--- src/rtl/reg_arb_pkg.sv ---
// Shared types and constants for the two-requester register access arbiter.
package reg_arb_pkg;

    typedef enum logic {
        IDLE  = 1'b0,
        SERVE = 1'b1
    } arb_state_e;

    localparam logic OWN_A = 1'b0;
    localparam logic OWN_B = 1'b1;

    localparam int LOCK_MAX = 4;
    localparam int LOCK_CW  = $clog2(LOCK_MAX + 1);

endpackage

--- src/rtl/reg_store.sv ---
// Shared data register; loads d when w_en is high, cleared by synchronous reset.
module reg_store #(
    parameter int WIDTH = 8
) (
    input  logic             clk,
    input  logic             rst,
    input  logic             w_en,
    input  logic [WIDTH-1:0] d,
    output logic [WIDTH-1:0] q
);

    logic [WIDTH-1:0] data_q;

    always_ff @(posedge clk) begin
        if (!rst) begin
            data_q <= '0;
        end else if (w_en) begin
            data_q <= d;
        end
    end

    assign q = data_q;

endmodule

--- src/rtl/reg_access_arbiter.sv ---
// Round-robin arbiter giving two requesters read/write access to one register.
// Optional grant locking is enabled with REG_ACCESS_ARBITER_LOCK_EN.
module reg_access_arbiter
    import reg_arb_pkg::*;
#(
    parameter int WIDTH = 8
) (
    input  logic             clk,
    input  logic             rst,
    input  logic             req_a,
    input  logic             req_b,
    input  logic             we_a,
    input  logic             we_b,
    input  logic [WIDTH-1:0] wdata_a,
    input  logic [WIDTH-1:0] wdata_b,
`ifdef REG_ACCESS_ARBITER_LOCK_EN
    input  logic             lock_a,
    input  logic             lock_b,
`endif
    output logic             gnt_a,
    output logic             gnt_b,
    output logic [WIDTH-1:0] rdata,
    output logic             rvalid,
    output logic             busy,
    output logic [WIDTH-1:0] q
);

    arb_state_e       state_q, state_d;
    logic             owner_q, owner_d;
    logic             we_q, we_d;
    logic [WIDTH-1:0] wdata_q, wdata_d;
    logic             ptr_q, ptr_d;
    logic             win;
    logic             serve;
    logic             w_en;

`ifdef REG_ACCESS_ARBITER_LOCK_EN
    logic [LOCK_CW-1:0] cnt_q, cnt_d;
    logic               hold;
    logic               win_lock;

    // Last owner keeps the register while it locks, until LOCK_MAX grants in a row.
    assign hold = (cnt_q != '0) && (cnt_q < LOCK_CW'(LOCK_MAX)) &&
                  ((owner_q == OWN_A) ? (req_a && lock_a) : (req_b && lock_b));
`endif

    always_comb begin
        state_d = state_q;
        owner_d = owner_q;
        we_d    = we_q;
        wdata_d = wdata_q;
        ptr_d   = ptr_q;
        win     = ptr_q;
`ifdef REG_ACCESS_ARBITER_LOCK_EN
        cnt_d    = cnt_q;
        win_lock = 1'b0;
`endif
        case (state_q)
            IDLE: begin
                if (req_a || req_b) begin
                    if (req_a && !req_b) begin
                        win = OWN_A;
                    end else if (!req_a && req_b) begin
                        win = OWN_B;
`ifdef REG_ACCESS_ARBITER_LOCK_EN
                    end else if (hold) begin
                        win = owner_q;
`endif
                    end else begin
                        win = ptr_q;
                    end
                    state_d = SERVE;
                    owner_d = win;
                    we_d    = (win == OWN_A) ? we_a : we_b;
                    wdata_d = (win == OWN_A) ? wdata_a : wdata_b;
`ifdef REG_ACCESS_ARBITER_LOCK_EN
                    win_lock = (win == OWN_A) ? lock_a : lock_b;
                    if (!win_lock) begin
                        cnt_d = '0;
                    end else if ((win == owner_q) && (cnt_q != '0)) begin
                        cnt_d = (cnt_q == LOCK_CW'(LOCK_MAX)) ? cnt_q : cnt_q + LOCK_CW'(1);
                    end else begin
                        cnt_d = LOCK_CW'(1);
                    end
`endif
                end
            end
            SERVE: begin
                state_d = IDLE;
                ptr_d   = ~owner_q;
            end
            default: state_d = IDLE;
        endcase
    end

    always_ff @(posedge clk) begin
        if (!rst) begin
            state_q <= IDLE;
            owner_q <= OWN_A;
            we_q    <= 1'b0;
            wdata_q <= '0;
            ptr_q   <= OWN_A;
`ifdef REG_ACCESS_ARBITER_LOCK_EN
            cnt_q   <= '0;
`endif
        end else begin
            state_q <= state_d;
            owner_q <= owner_d;
            we_q    <= we_d;
            wdata_q <= wdata_d;
            ptr_q   <= ptr_d;
`ifdef REG_ACCESS_ARBITER_LOCK_EN
            cnt_q   <= cnt_d;
`endif
        end
    end

    assign serve  = (state_q == SERVE);
    assign w_en   = serve && we_q;
    assign gnt_a  = serve && (owner_q == OWN_A);
    assign gnt_b  = serve && (owner_q == OWN_B);
    assign busy   = serve;
    assign rvalid = serve && !we_q;
    assign rdata  = rvalid ? q : '0;

    reg_store #(.WIDTH(WIDTH)) u_store (
        .clk  (clk),
        .rst  (rst),
        .w_en (w_en),
        .d    (wdata_q),
        .q    (q)
    );

endmodule

--- config.mk ---
export PLATFORM = sky130hd
export DESIGN_NAME = reg_access_arbiter
export DESIGN_NICKNAME = d
export VERILOG_FILES = /design/src/rtl/reg_arb_pkg.sv /design/src/rtl/reg_store.sv /design/src/rtl/reg_access_arbiter.sv
export SDC_FILE = /design/constraint.sdc
export NUM_CORES = 1
export LEC_CHECK = 0
export CORE_ASPECT_RATIO = 0.7
export CORE_MARGIN = 5
export CORE_UTILIZATION = 35
export DETAILED_ROUTE_END_ITERATION = 10
export GPL_TIMING_DRIVEN = 0
export MAX_ROUTING_LAYER = met4
export PLACE_DENSITY = 0.78
export SLEW_MARGIN = 10
export SYNTH_ARGS = -nofsm -noshare
export SYNTH_HDL_FRONTEND = slang
export SYNTH_SLANG_ARGS = --single-unit
--- constraint.sdc ---
create_clock -name clk -period 3.6 [get_ports clk]
set_clock_uncertainty 0.15 [all_clocks]
set_input_delay 1.08 -clock clk [delete_from_list [all_inputs] [get_ports clk]]
set_output_delay 1.08 -clock clk [all_outputs]
set_load 0.005 [all_outputs]
==> impl_results.md, run 1 <==
* Status: finished clean
* CTS sink count at 20
* Worst-skew pair later-pin latency at 0.26 ns
* WL final at 2.85 mm
* Post-synthesis simple-gate area fraction at 19.8%
* Hold crit path type: reg2reg
* Worst Hold End: u_store.q[0]
* 1st-iter DRT viols at 90
* Maxcap violations at 0
* Most common cell in the netlist: dfxtp_1
* Sw Share at 26.2%
* Final Max Slew Viols at 0
* Design area at 1430 sq um
* First-pass GRT wire length at 4.70 mm
* Primary FF master, synth: dfxtp_1
* Tot Pwr at 0.519 mW
* Dpl ws at 0.776 ns
* Area after DPL at 1370 sq um
* Syn Nets at 134
* Static leakage at 0.495 nW
* Cts hold-fix bufs at 0
* Fin crit share at 85.9%
* Synthesized area per cell at 8.22 sq um
* Vias in the first global route at 1,003
* Critical-path cell with the highest stage delay: clkdlybuf4s50_1
* CP cell instances: inv_1 -> nor2_1 -> and2_1 -> clkdlybuf4s50_1
* Crit. End Element: output port
* Max incr delay on CP at 0.51 ns
* Share of total power in combinational logic at 19.0%
* Adder-cell area share of the yosys netlist at 1.22%
* Critical Path RT at 2.37 ns
* Hold path start: u_store.q[0]
* Int Pwr at 0.383 mW
* Max Fanout on Critical Path at 9
* Tightest Pin Transition at 0.425 ns
* Relative slew slack at 70.9%
* Number of buffers and inverters on the critical path at 2
* # diodes at 0
* Via count at 1,012
* Async SR Flop Fraction at 0%
* Pin count of the biggest net entering global routing at 12
* Worst r2r path cells at 4
* Synth Area in Compound Gates at 29.9%
* Multiplexer share of the synthesized area at 0%
* Clock tree from TritonCTS: built
* Fin crit period at 3.09 ns
* Cells after synthesis at 112
* Post-synth EDFFs at 0
* Routed wire per std cell at 14.9 um
* Post-route setup TNS at 0 ns
* Worst hold stages at 2
* Sequential fraction of design power at 47.4%
* Cts bufs inserted at 3
* Share of the synthesized area in the top cell type at 43.5%
* Commonest cells in the netlist: 20 x dfxtp_1, 13 x nor2_1, 10 x nand2_1, 10 x o21ai_0
* Final setup viols at 0
* Die H at 52.9 um
* Dpl hpwl at 2.16 mm
* Cell family with most CP delay: buffers and inverters
* Final hold vios at 0
* Layout area overhead at 55.2%
* Mapped Area at 921 sq um
* Drt pass-1 iters at 4
* Final ANT Viol Nets at 0
* Clock Path Buffers at 2
* Worst path arrival time at 1.86 ns
* R2R Setup Slk at 2.18 ns
* Die area at 3770 sq um
* Grt total ovfl at 0
* Std-Cell Rows at 15
* Nets@finish at 180
* Sequential area share after synthesis at 43.5%
* Warnings, synthesis at 0
* Critical path launch point type: flop
* Clock Tree Root: clkbuf_8
* RR Endpoint: u_store.q[3]
* RSZ-0062 raised after global routing: false
* Synth top area cells: dfxtp_1 43%, a211oi_1 7.3%, and2_1 6.1%, a2111oi_0 5.7%, o21ai_0 5.4%
* Setup bufs post-CTS at 0
* Placer Congestion at 0.827
* #FFs+latches synth at 20
* Clk slew on worst S/H paths at 0.08 ns
* Fmax at 0.323 GHz
* Biggest area consumer among synthesized cells: dfxtp_1
* Core area at 2500 sq um
* DRC Markers at 0
* Kind of critical path: reg2out
* Post-synth cell types at 21
* Resized Gates After CTS at 0
* Crit Reg-Reg Startpoint: busy
* Largest family of logic cells by synthesized area: compound AO/OA/AOI/OAI gates
* Power per cell area at 363 nW/um^2
* XOR/XNOR Fraction of Synth Area at 0%
* Fin worst setup slack at 0.508 ns
* Initial antenna violation count at 0
* Port Buffers at 41
* Total GRT Usage at 16.5%
* Die width at 71.3 um
* H-Tree Depth at 1
* Via density at 5.30
* IO Pins at 42
* Starting Density at 36.9%
* Peak supply drop at 0.205 mV
* Clk pwr share at 33.6%
* Switching pwr at 0.136 mW
* Share of layout cells above drive strength 1 at 8.92%
## state kept, by name, indices dropped and copies added (netlist names)
name / flops
u_store.q: 8
wdata_q: 8
we_q: 1
ptr_q: 1
busy: 1
owner_q: 1
## stage by stage
step           hold WS [ns]  cells  util, %
6_report              0.321    191     57.2
3_3_place_gp          0.307    187     55.0
3_5_place_dp          0.309    187     55.0
4_1_cts               0.320    191     57.2
5_1_grt               0.340    191     57.2
2_1_floorplan         0.290    112        -
## worst max path at each step
stage,from,to,cells after the start
3_3_place_gp,busy,rdata[7],4
2_1_floorplan,busy,rdata[0],3
5_1_grt,busy,rdata[1],4
4_1_cts,busy,rdata[7],4
6_report,busy,rdata[7],4
3_5_place_dp,busy,rdata[7],4
## per-layer routing
| layer | up-vias | track usage, % | part of all wire [%] |
|---|---|---|---|
| li1 | 494 | - | - |
| met1 | 473 | 21.9 | 46 |
| met2 | 40 | 24.2 | 47 |
| met3 | 5 | 5.12 | 5.6 |
| met4 | 0 | 4.69 | 1.3 |
| met5 | - | - | 0 |
## placed cells by master (no fill, tap or decap), types with 2 or more instances in the layout
cell type	n
o21ai_0	10
a21oi_1	9
clkdlybuf4s50_1	41
clkbuf_1	2
nand2_1	10
and2_1	9
buf_2	5
dfxtp_1	20
a211oi_1	9
a2111oi_1	2
nand3_1	8
clkbuf_8	4
nor2_1	13
a2111oi_0	6
## tightest hold or removal path, stage by stage, from the launching register on
cell and delay (ns):
dfxtp_1 0.32, nand2_1 0.05, a21oi_1 0.05
## cells by family after synthesis
group                    count (synthesis)
AO/OA/AOI/OAI                           40
adder cells (fa/ha/maj)                  1
buffers and inverters                   11
flip-flops                              20
AND/OR/NAND/NOR                         40
## power by group through the flow
stage	logic (mW)	clock network, mW	registers [mW]
2_1_floorplan	0.0483	0	0.248
3_3_place_gp	0.0954	0	0.250
3_5_place_dp	0.0977	0	0.251
4_1_cts	0.0982	0.175	0.246
5_1_grt	0.109	0.187	0.248
6_report	0.0985	0.174	0.246
## layout make-up
cell class                      count  area, sq um
Inverter                            3         11.3
Multi-Input combinational cell     81          469
Clock buffer                        4         55.1
Buffer                              8         40.0
Tap cell                           34         42.5
Sequential cell                    20          400
Timing Repair Buffer               41          410
Fill cell                         242         1070
Power figures use the tool's default switching activity.
==> run 2: changes to the inputs <==
CTS_CLUSTER_DIAMETER = 200   (was default)
CTS_CLUSTER_SIZE = 20   (was default)
GPL_ROUTABILITY_DRIVEN = 0   (was default)
==> results of run 2 <==
The final DEF is identical to that of run 1; final timing and power are the same.
